File: src/rtl/addr8u_sched_pkg.sv
// Shared types and widths for the addr8u_sched shared-adder scheduler.
// The CHK/retry path is present only when ADDR8U_SCHED_RECHECK_EN is defined.
package addr8u_sched_pkg;

  localparam int OP_W  = 8;
  localparam int SUM_W = 9;
  localparam int ID_W  = 3;

  typedef enum logic [1:0] {
    IDLE = 2'd0,
    OP1  = 2'd1,
    CHK  = 2'd2,
    RESP = 2'd3
  } state_e;

  // Round-robin pointer advance: one past the winner, wrapping at num_req.
  function automatic logic [ID_W-1:0] rr_next(input logic [ID_W-1:0] idx,
                                               input int num_req);
    logic [ID_W-1:0] nxt;
    if (int'(idx) == num_req - 1) nxt = '0;
    else                          nxt = idx + 1'b1;
    return nxt;
  endfunction

endpackage

File: src/rtl/addr8u_rr_arb.sv
// Combinational round-robin arbiter: searches from ptr_i upward with wrap.
// Returns a one-hot grant, the winner index and a valid flag.
module addr8u_rr_arb
  import addr8u_sched_pkg::*;
#(
  parameter int NUM_REQ = 4
) (
  input  logic [NUM_REQ-1:0] req_i,
  input  logic [ID_W-1:0]    ptr_i,
  output logic [NUM_REQ-1:0] gnt_o,
  output logic [ID_W-1:0]    idx_o,
  output logic               valid_o
);

  localparam logic [ID_W:0]      NUM_L = (ID_W + 1)'(NUM_REQ);
  localparam logic [NUM_REQ-1:0] ONE   = NUM_REQ'(1);

  logic [NUM_REQ-1:0] rot;
  logic [ID_W-1:0]    off;
  logic [ID_W:0]      sum_w;
  logic               found;

  always_comb begin
    gnt_o = '0;
    idx_o = '0;
    off   = '0;
    found = 1'b0;
    // Rotate so bit 0 is the pointer position; lowest set bit wins.
    rot   = NUM_REQ'({req_i, req_i} >> ptr_i);
    for (int k = 0; k < NUM_REQ; k++) begin
      if (!found && rot[k]) begin
        found = 1'b1;
        off   = k[ID_W-1:0];
      end
    end
    sum_w = {1'b0, ptr_i} + {1'b0, off};
    if (sum_w >= NUM_L) sum_w = sum_w - NUM_L;
    if (found) begin
      idx_o = sum_w[ID_W-1:0];
      gnt_o = ONE << idx_o;
    end
  end

  assign valid_o = found;

endmodule

File: src/rtl/addr8u_sched.sv
// Round-robin scheduler sharing one external 8-bit adder among NUM_REQ requesters.
// Define ADDR8U_SCHED_RECHECK_EN to add the commutative recompute check (CHK) with MAX_RETRY retries.
module addr8u_sched
  import addr8u_sched_pkg::*;
#(
  parameter int NUM_REQ   = 4,
  parameter int MAX_RETRY = 2
) (
  input  logic                    clk,
  input  logic                    rst_n,
  input  logic [NUM_REQ-1:0]      req,
  input  logic [OP_W*NUM_REQ-1:0] op_a,
  input  logic [OP_W*NUM_REQ-1:0] op_b,
  output logic [NUM_REQ-1:0]      gnt,
  output logic [OP_W-1:0]         add_a,
  output logic [OP_W-1:0]         add_b,
  input  logic [SUM_W-1:0]        add_s,
  output logic                    rsp_valid,
  input  logic                    rsp_ready,
  output logic [SUM_W-1:0]        rsp_sum,
  output logic [ID_W-1:0]         rsp_id,
  output logic                    rsp_err,
  output state_e                  dbg_state
);

  state_e            state_q, state_d;
  logic [ID_W-1:0]   ptr_q, ptr_d;
  logic [OP_W-1:0]   a_q, a_d;
  logic [OP_W-1:0]   b_q, b_d;
  logic [ID_W-1:0]   id_q, id_d;
  logic [SUM_W-1:0]  s1_q, s1_d;
  logic [NUM_REQ-1:0] gnt_c;

  logic [NUM_REQ-1:0] arb_gnt;
  logic [ID_W-1:0]    arb_idx;
  logic               arb_valid;

`ifdef ADDR8U_SCHED_RECHECK_EN
  localparam logic [2:0] MAX_RETRY_L = 3'(MAX_RETRY);
  logic [2:0] retry_q, retry_d;
  logic       err_q, err_d;
`else
  logic unused_max_retry;
  assign unused_max_retry = ^3'(MAX_RETRY);
`endif

  addr8u_rr_arb #(.NUM_REQ(NUM_REQ)) u_arb (
    .req_i   (req),
    .ptr_i   (ptr_q),
    .gnt_o   (arb_gnt),
    .idx_o   (arb_idx),
    .valid_o (arb_valid)
  );

  always_comb begin
    state_d = state_q;
    ptr_d   = ptr_q;
    a_d     = a_q;
    b_d     = b_q;
    id_d    = id_q;
    s1_d    = s1_q;
    gnt_c   = '0;
    add_a   = '0;
    add_b   = '0;
`ifdef ADDR8U_SCHED_RECHECK_EN
    retry_d = retry_q;
    err_d   = err_q;
`endif
    unique case (state_q)
      IDLE: begin
        if (arb_valid) begin
          gnt_c = arb_gnt;
          for (int j = 0; j < NUM_REQ; j++) begin
            if (arb_gnt[j]) begin
              a_d = op_a[j*OP_W +: OP_W];
              b_d = op_b[j*OP_W +: OP_W];
            end
          end
          id_d    = arb_idx;
          ptr_d   = rr_next(arb_idx, NUM_REQ);
          state_d = OP1;
`ifdef ADDR8U_SCHED_RECHECK_EN
          retry_d = '0;
          err_d   = 1'b0;
`endif
        end
      end
      OP1: begin
        add_a = a_q;
        add_b = b_q;
        s1_d  = add_s;
`ifdef ADDR8U_SCHED_RECHECK_EN
        state_d = CHK;
`else
        state_d = RESP;
`endif
      end
      CHK: begin
`ifdef ADDR8U_SCHED_RECHECK_EN
        // Swapped operands catch faults that are not symmetric in the adder inputs.
        add_a = b_q;
        add_b = a_q;
        if (add_s == s1_q) begin
          state_d = RESP;
        end else if (retry_q < MAX_RETRY_L) begin
          retry_d = retry_q + 3'd1;
          state_d = OP1;
        end else begin
          err_d   = 1'b1;
          state_d = RESP;
        end
`else
        state_d = IDLE;
`endif
      end
      RESP: begin
        if (rsp_ready) state_d = IDLE;
      end
      default: state_d = IDLE;
    endcase
  end

  always_ff @(posedge clk or negedge rst_n) begin
    if (!rst_n) begin
      state_q <= IDLE;
      ptr_q   <= '0;
      a_q     <= '0;
      b_q     <= '0;
      id_q    <= '0;
      s1_q    <= '0;
`ifdef ADDR8U_SCHED_RECHECK_EN
      retry_q <= '0;
      err_q   <= 1'b0;
`endif
    end else begin
      state_q <= state_d;
      ptr_q   <= ptr_d;
      a_q     <= a_d;
      b_q     <= b_d;
      id_q    <= id_d;
      s1_q    <= s1_d;
`ifdef ADDR8U_SCHED_RECHECK_EN
      retry_q <= retry_d;
      err_q   <= err_d;
`endif
    end
  end

  // The grant is combinational from req, so it is gated while reset is held.
  assign gnt       = rst_n ? gnt_c : '0;
  assign rsp_valid = (state_q == RESP);
  assign rsp_sum   = rsp_valid ? s1_q : '0;
  assign rsp_id    = rsp_valid ? id_q : '0;
`ifdef ADDR8U_SCHED_RECHECK_EN
  assign rsp_err   = rsp_valid & err_q;
`else
  assign rsp_err   = 1'b0;
`endif
  assign dbg_state = state_q;

endmodule

File: config.mk
export PLATFORM = sky130hd
export DESIGN_NAME = addr8u_sched
export DESIGN_NICKNAME = d
export VERILOG_FILES = /design/src/rtl/addr8u_sched_pkg.sv /design/src/rtl/addr8u_rr_arb.sv /design/src/rtl/addr8u_sched.sv
export SDC_FILE = /design/constraint.sdc
export NUM_CORES = 1
export LEC_CHECK = 0
export BUFFER_PORTS_ARGS = -buffer_cell sky130_fd_sc_hd__buf_2
export CORE_MARGIN = 1.5
export CORE_UTILIZATION = 42
export DETAILED_ROUTE_END_ITERATION = 6
export PLACE_DENSITY_LB_ADDON = 0.3
export SKIP_LAST_GASP = 1
export SYNTH_ARGS = -nofsm -noshare
export SYNTH_HDL_FRONTEND = slang
export SYNTH_HIERARCHICAL = 1
export SYNTH_SLANG_ARGS = --single-unit
File: constraint.sdc
create_clock -name clk -period 3.07 [get_ports clk]
set_input_delay 0.307 -clock clk [delete_from_list [all_inputs] [get_ports clk]]
set_output_delay 0.307 -clock clk [all_outputs]
set_load 0.05 [all_outputs]
==> reports/results.tsv <==
stage	metric	value	unit
yosys	EDFF count, synth	0	
routing	total wire length	6.62	mm
cells_and_area	Final Net Count	440	
floorplanning	placement row count	26	
cells_and_area	share of cells above drive strength 1	0.580	
worst_setup_path	WP buf/inv	3	
floorplanning	I/O pins	116	
worst_setup_path	crit-path max cell delay	410	ps
yosys	syn_area_per_cell	10.9	sq um
worst_setup_path	crit-path leading delay family	compound AO/OA/AOI/OAI gates	
yosys	area share of the largest cell type after synthesis	0.356	
sta	Max-slew headroom	0.584	
pwr	power share of the clock group	0.066	
pwr	Pint	2.59	mW
clock_network	# clock sinks	33	
floorplanning	Initial Utilization	0.446	
run_status	status	finished, violations left	
worst_setup_path	Slowest-stage cell, CP	dfrtp_2	
sta	RSZ-0062 raised after global routing	yes	
pwr	pwr dens	1420	nW/um^2
global_route	Total GRT Usage	0.230	
clock_network	CTS tree	built	
routing	initial drt markers	108	
worst_setup_path	crit-path cells	buf_6, mux2_4, o211a_1, mux2_4, ha_4, a21oi_4, nor3_4, a2111oi_4, buf_6, buf_12, mux2_4, a222oi_1, mux2i_1	
placement	Post-DP Area	3150	sq um
yosys	Synth Instances	213	
worst_setup_path	crit end category	flip-flop	
clock_network	Clk pin slew, worst setup/hold paths	80	ps
placement	I/O Buffers	114	
worst_setup_path	cell mode on critical path	mux2_4	
yosys	Yosys warning total	6	
routing	vias per cell	5.28	
worst_setup_path	Worst Path Arrival	3610	ps
placement	dpl hpwl	4.65	mm
worst_setup_path	CP Class	flip-flop to flip-flop	
run_status	failing checks	setup timing	
floorplanning	core area	5200	sq um
routing	WL/cell	15.5	um
sta	setup ws final	-391	ps
yosys	cell area after synthesis	2320	sq um
routing	post-route DRC violation count	0	
worst_setup_path	Startpoint Class	flip-flop	
pwr	Net Sw Power	2.42	mW
cells_and_area	fill count	423	
global_route	initial antenna violation count	0	
clock_network	Max Root-Sink Buffers	2	
sta	Fin Clk Skew	7.51	ps
routing	DRT antenna net count	0	
floorplanning	Die ar.	5980	sq um
cells_and_area	cell area after layout	3530	sq um
placement	GP Congestion	0.777	
placement	pre-CTS setup slack	-447	ps
worst_setup_path	crit-path max FO	7	
sta	hold slack final	237	ps
sta	maximum clock rate	289	MHz
yosys	fraction of registers with async set/reset	1.00	
yosys	Synth area leaders	dfrtp_1 (36%), mux2_1 (8.7%), mux2_4 (7.8%)	
sta	crit share post-route	1.13	
cells_and_area	synthesis-to-layout area growth	52.0	%
clock_network	CTS Buf Count	5	
pwr	Pleak	1.78	nW
routing	DRT Pass-1 Iters	6	
yosys	top post-synthesis cells by count	dfrtp_1 (33), inv_1 (23), mux2_1 (18)	
global_route	vias in the first global route	2350	
sta	crit path time final	3460	ps
routing	vias	2256	
sta	setup TNS	-4980	ps
pwr	worst vdd ir	1050	uV
sta	Slew @ Worst Pin	621	ps
global_route	first-pass GRT wire length	10.9	mm
sta	Setup-failing EPs final	20	
global_route	Congestion Overflow GR	0	
cells_and_area	Storage cell area	827	sq um
pwr	Sw Ratio	0.483	
job	max-cap violations	0	
cells_and_area	Multi-input gate area	1480	sq um
worst_setup_path	Req. time, crit path	3210	ps
clock_network	clock root cell	clkbuf_8	
pwr	Reg power frac	0.161	
cells_and_area	number of diodes	0	
clock_network	H-tree depth	2	
sta	Fin. Hold Viols	0	
clock_network	Clk Latency, worst-skew pair	290	ps
pwr	combinational power share	0.773	
yosys	count leader, synth	dfrtp_1	
global_route	largest net degree at the start of global routing	23	
yosys	Post-Synthesis Net Count	297	
sta	fin. max-slew vios	0	
yosys	Yosys reg bits	33	
hold_path	Hold Crit Class	input pin to flip-flop	
yosys	main flop type after synthesis	dfrtp_1	
floorplanning	Die Ht	77.3	um
yosys	Distinct cells, synth	38	
yosys	dominant cell type by area after synthesis	dfrtp_1	
floorplanning	Horiz. Die Dim	77.3	um
yosys	sequential fraction of the synthesis area	0.356	
-- layer usage --
| metal | vias up | track usage | wire (um) |
|---|---|---|---|
| li1 | 1066 | - | - |
| met1 | 1072 | 0.265 | 2650 |
| met2 | 107 | 0.412 | 3330 |
| met3 | 11 | 0.0619 | 513 |
| met4 | 0 | 0.0727 | 120 |
| met5 | - | 0 | 0 |
-- registers in the layout, indices dropped and copies added, names as in the netlist --
signal     flops
a_q            8
dbg_state      2
ptr_q          3
id_q           3
b_q            8
s1_q           9
-- cells in the final DEF (no fill, tap or decap), types with 2 or more instances in the layout --
cell and n:
buf_12 3, buf_2 111, a222oi_1 15, clkbuf_8 5, a21boi_0 2, nor2b_2 2, clkinv_2 2, buf_8 3
and3_1 13, mux2_2 2, nand3b_1 2, and2_1 17, mux2i_1 17, dfrtp_1 32, a21oi_1 3, a2111oi_4 3
mux2_1 13, nor2_1 3, and3_4 3, buf_4 25, buf_6 9, a21oi_4 2, mux2_4 18, inv_2 2
inv_1 21
-- what timing repair did --
| item | in CTS | in global routing |
|---|---|---|
| cloned | 1 | 0 |
| buffers inserted | 12 | 1 |
| pin swaps | 17 | 8 |
| hold buffers | 1 | 0 |
| resized for setup | 31 | 13 |
| setup endpoints to repair | 20 | 20 |
| endpoints found under the hold margin | 17 | 0 |
-- power groups by stage --
stage | clock (mW) | combinational [mW] | sequential, mW
finish | 0.332 | 3.87 | 0.804
global route | 0.356 | 4.12 | 0.833
CTS | 0.341 | 3.84 | 0.798
detailed placement | 0 | 3.33 | 0.822
global placement | 0 | 3.28 | 0.808
floorplan | 0 | 2.49 | 0.786
-- kinds of logic (layout without fill, tap and decap cells) --
group | Yosys count | count (layout) | share of synthesized area
AOI/OAI and AO/OA | 37 | 37 | 0.148
muxes | 50 | 50 | 0.253
and+or+nand+nor | 49 | 49 | 0.135
DFF | 33 | 33 | 0.356
buffers and inverters | 39 | 183 | 0.0814
other | 1 | 1 | 0.00162
adders and majority gates | 4 | 4 | 0.0248
-- metrics by stage --
step	instances	total power, mW	utilization
after CTS	427	4.98	0.671
after global routing	427	5.31	0.677
after detailed placement	406	4.16	0.606
after floorplan	213	3.27	-
after global placement	406	4.09	0.606
final	427	5.01	0.677
-- worst register-to-register path: stages, from the launching register on --
cell and delay [ps]:
dfrtp_2 410, buf_6 130, mux2_4 300, o211a_1 240, mux2_4 280, ha_4 250, a21oi_4 160, nor3_4 80
a2111oi_4 280, buf_6 200, buf_12 130, mux2_4 290, a222oi_1 380, mux2i_1 180
-- final cells by class --
| class | count | share of cell area |
|---|---|---|
| inverter | 23 | 0.0245 |
| clock buffer | 5 | 0.0195 |
| multi-input combinational | 141 | 0.419 |
| tap | 70 | 0.0248 |
| timing repair buffer | 152 | 0.272 |
| clock inverter | 3 | 0.00497 |
| sequential | 33 | 0.235 |
-- path summary, 6_finish.rpt --
check,slack (ps),startpoint,end,cells after the start
min in group asynchronous,500,rst_n,a_q[4],2
setup reg to reg,-390,ptr_q[0],b_q[4],13
max in group asynchronous,1950,rst_n,ptr_q[0],3
setup / recovery,-390,ptr_q[0],b_q[4],13
hold reg to reg,480,s1_q[6],s1_q[6],1
hold / removal,240,add_s[3],s1_q[3],2
Power figures use the tool's default switching activity.
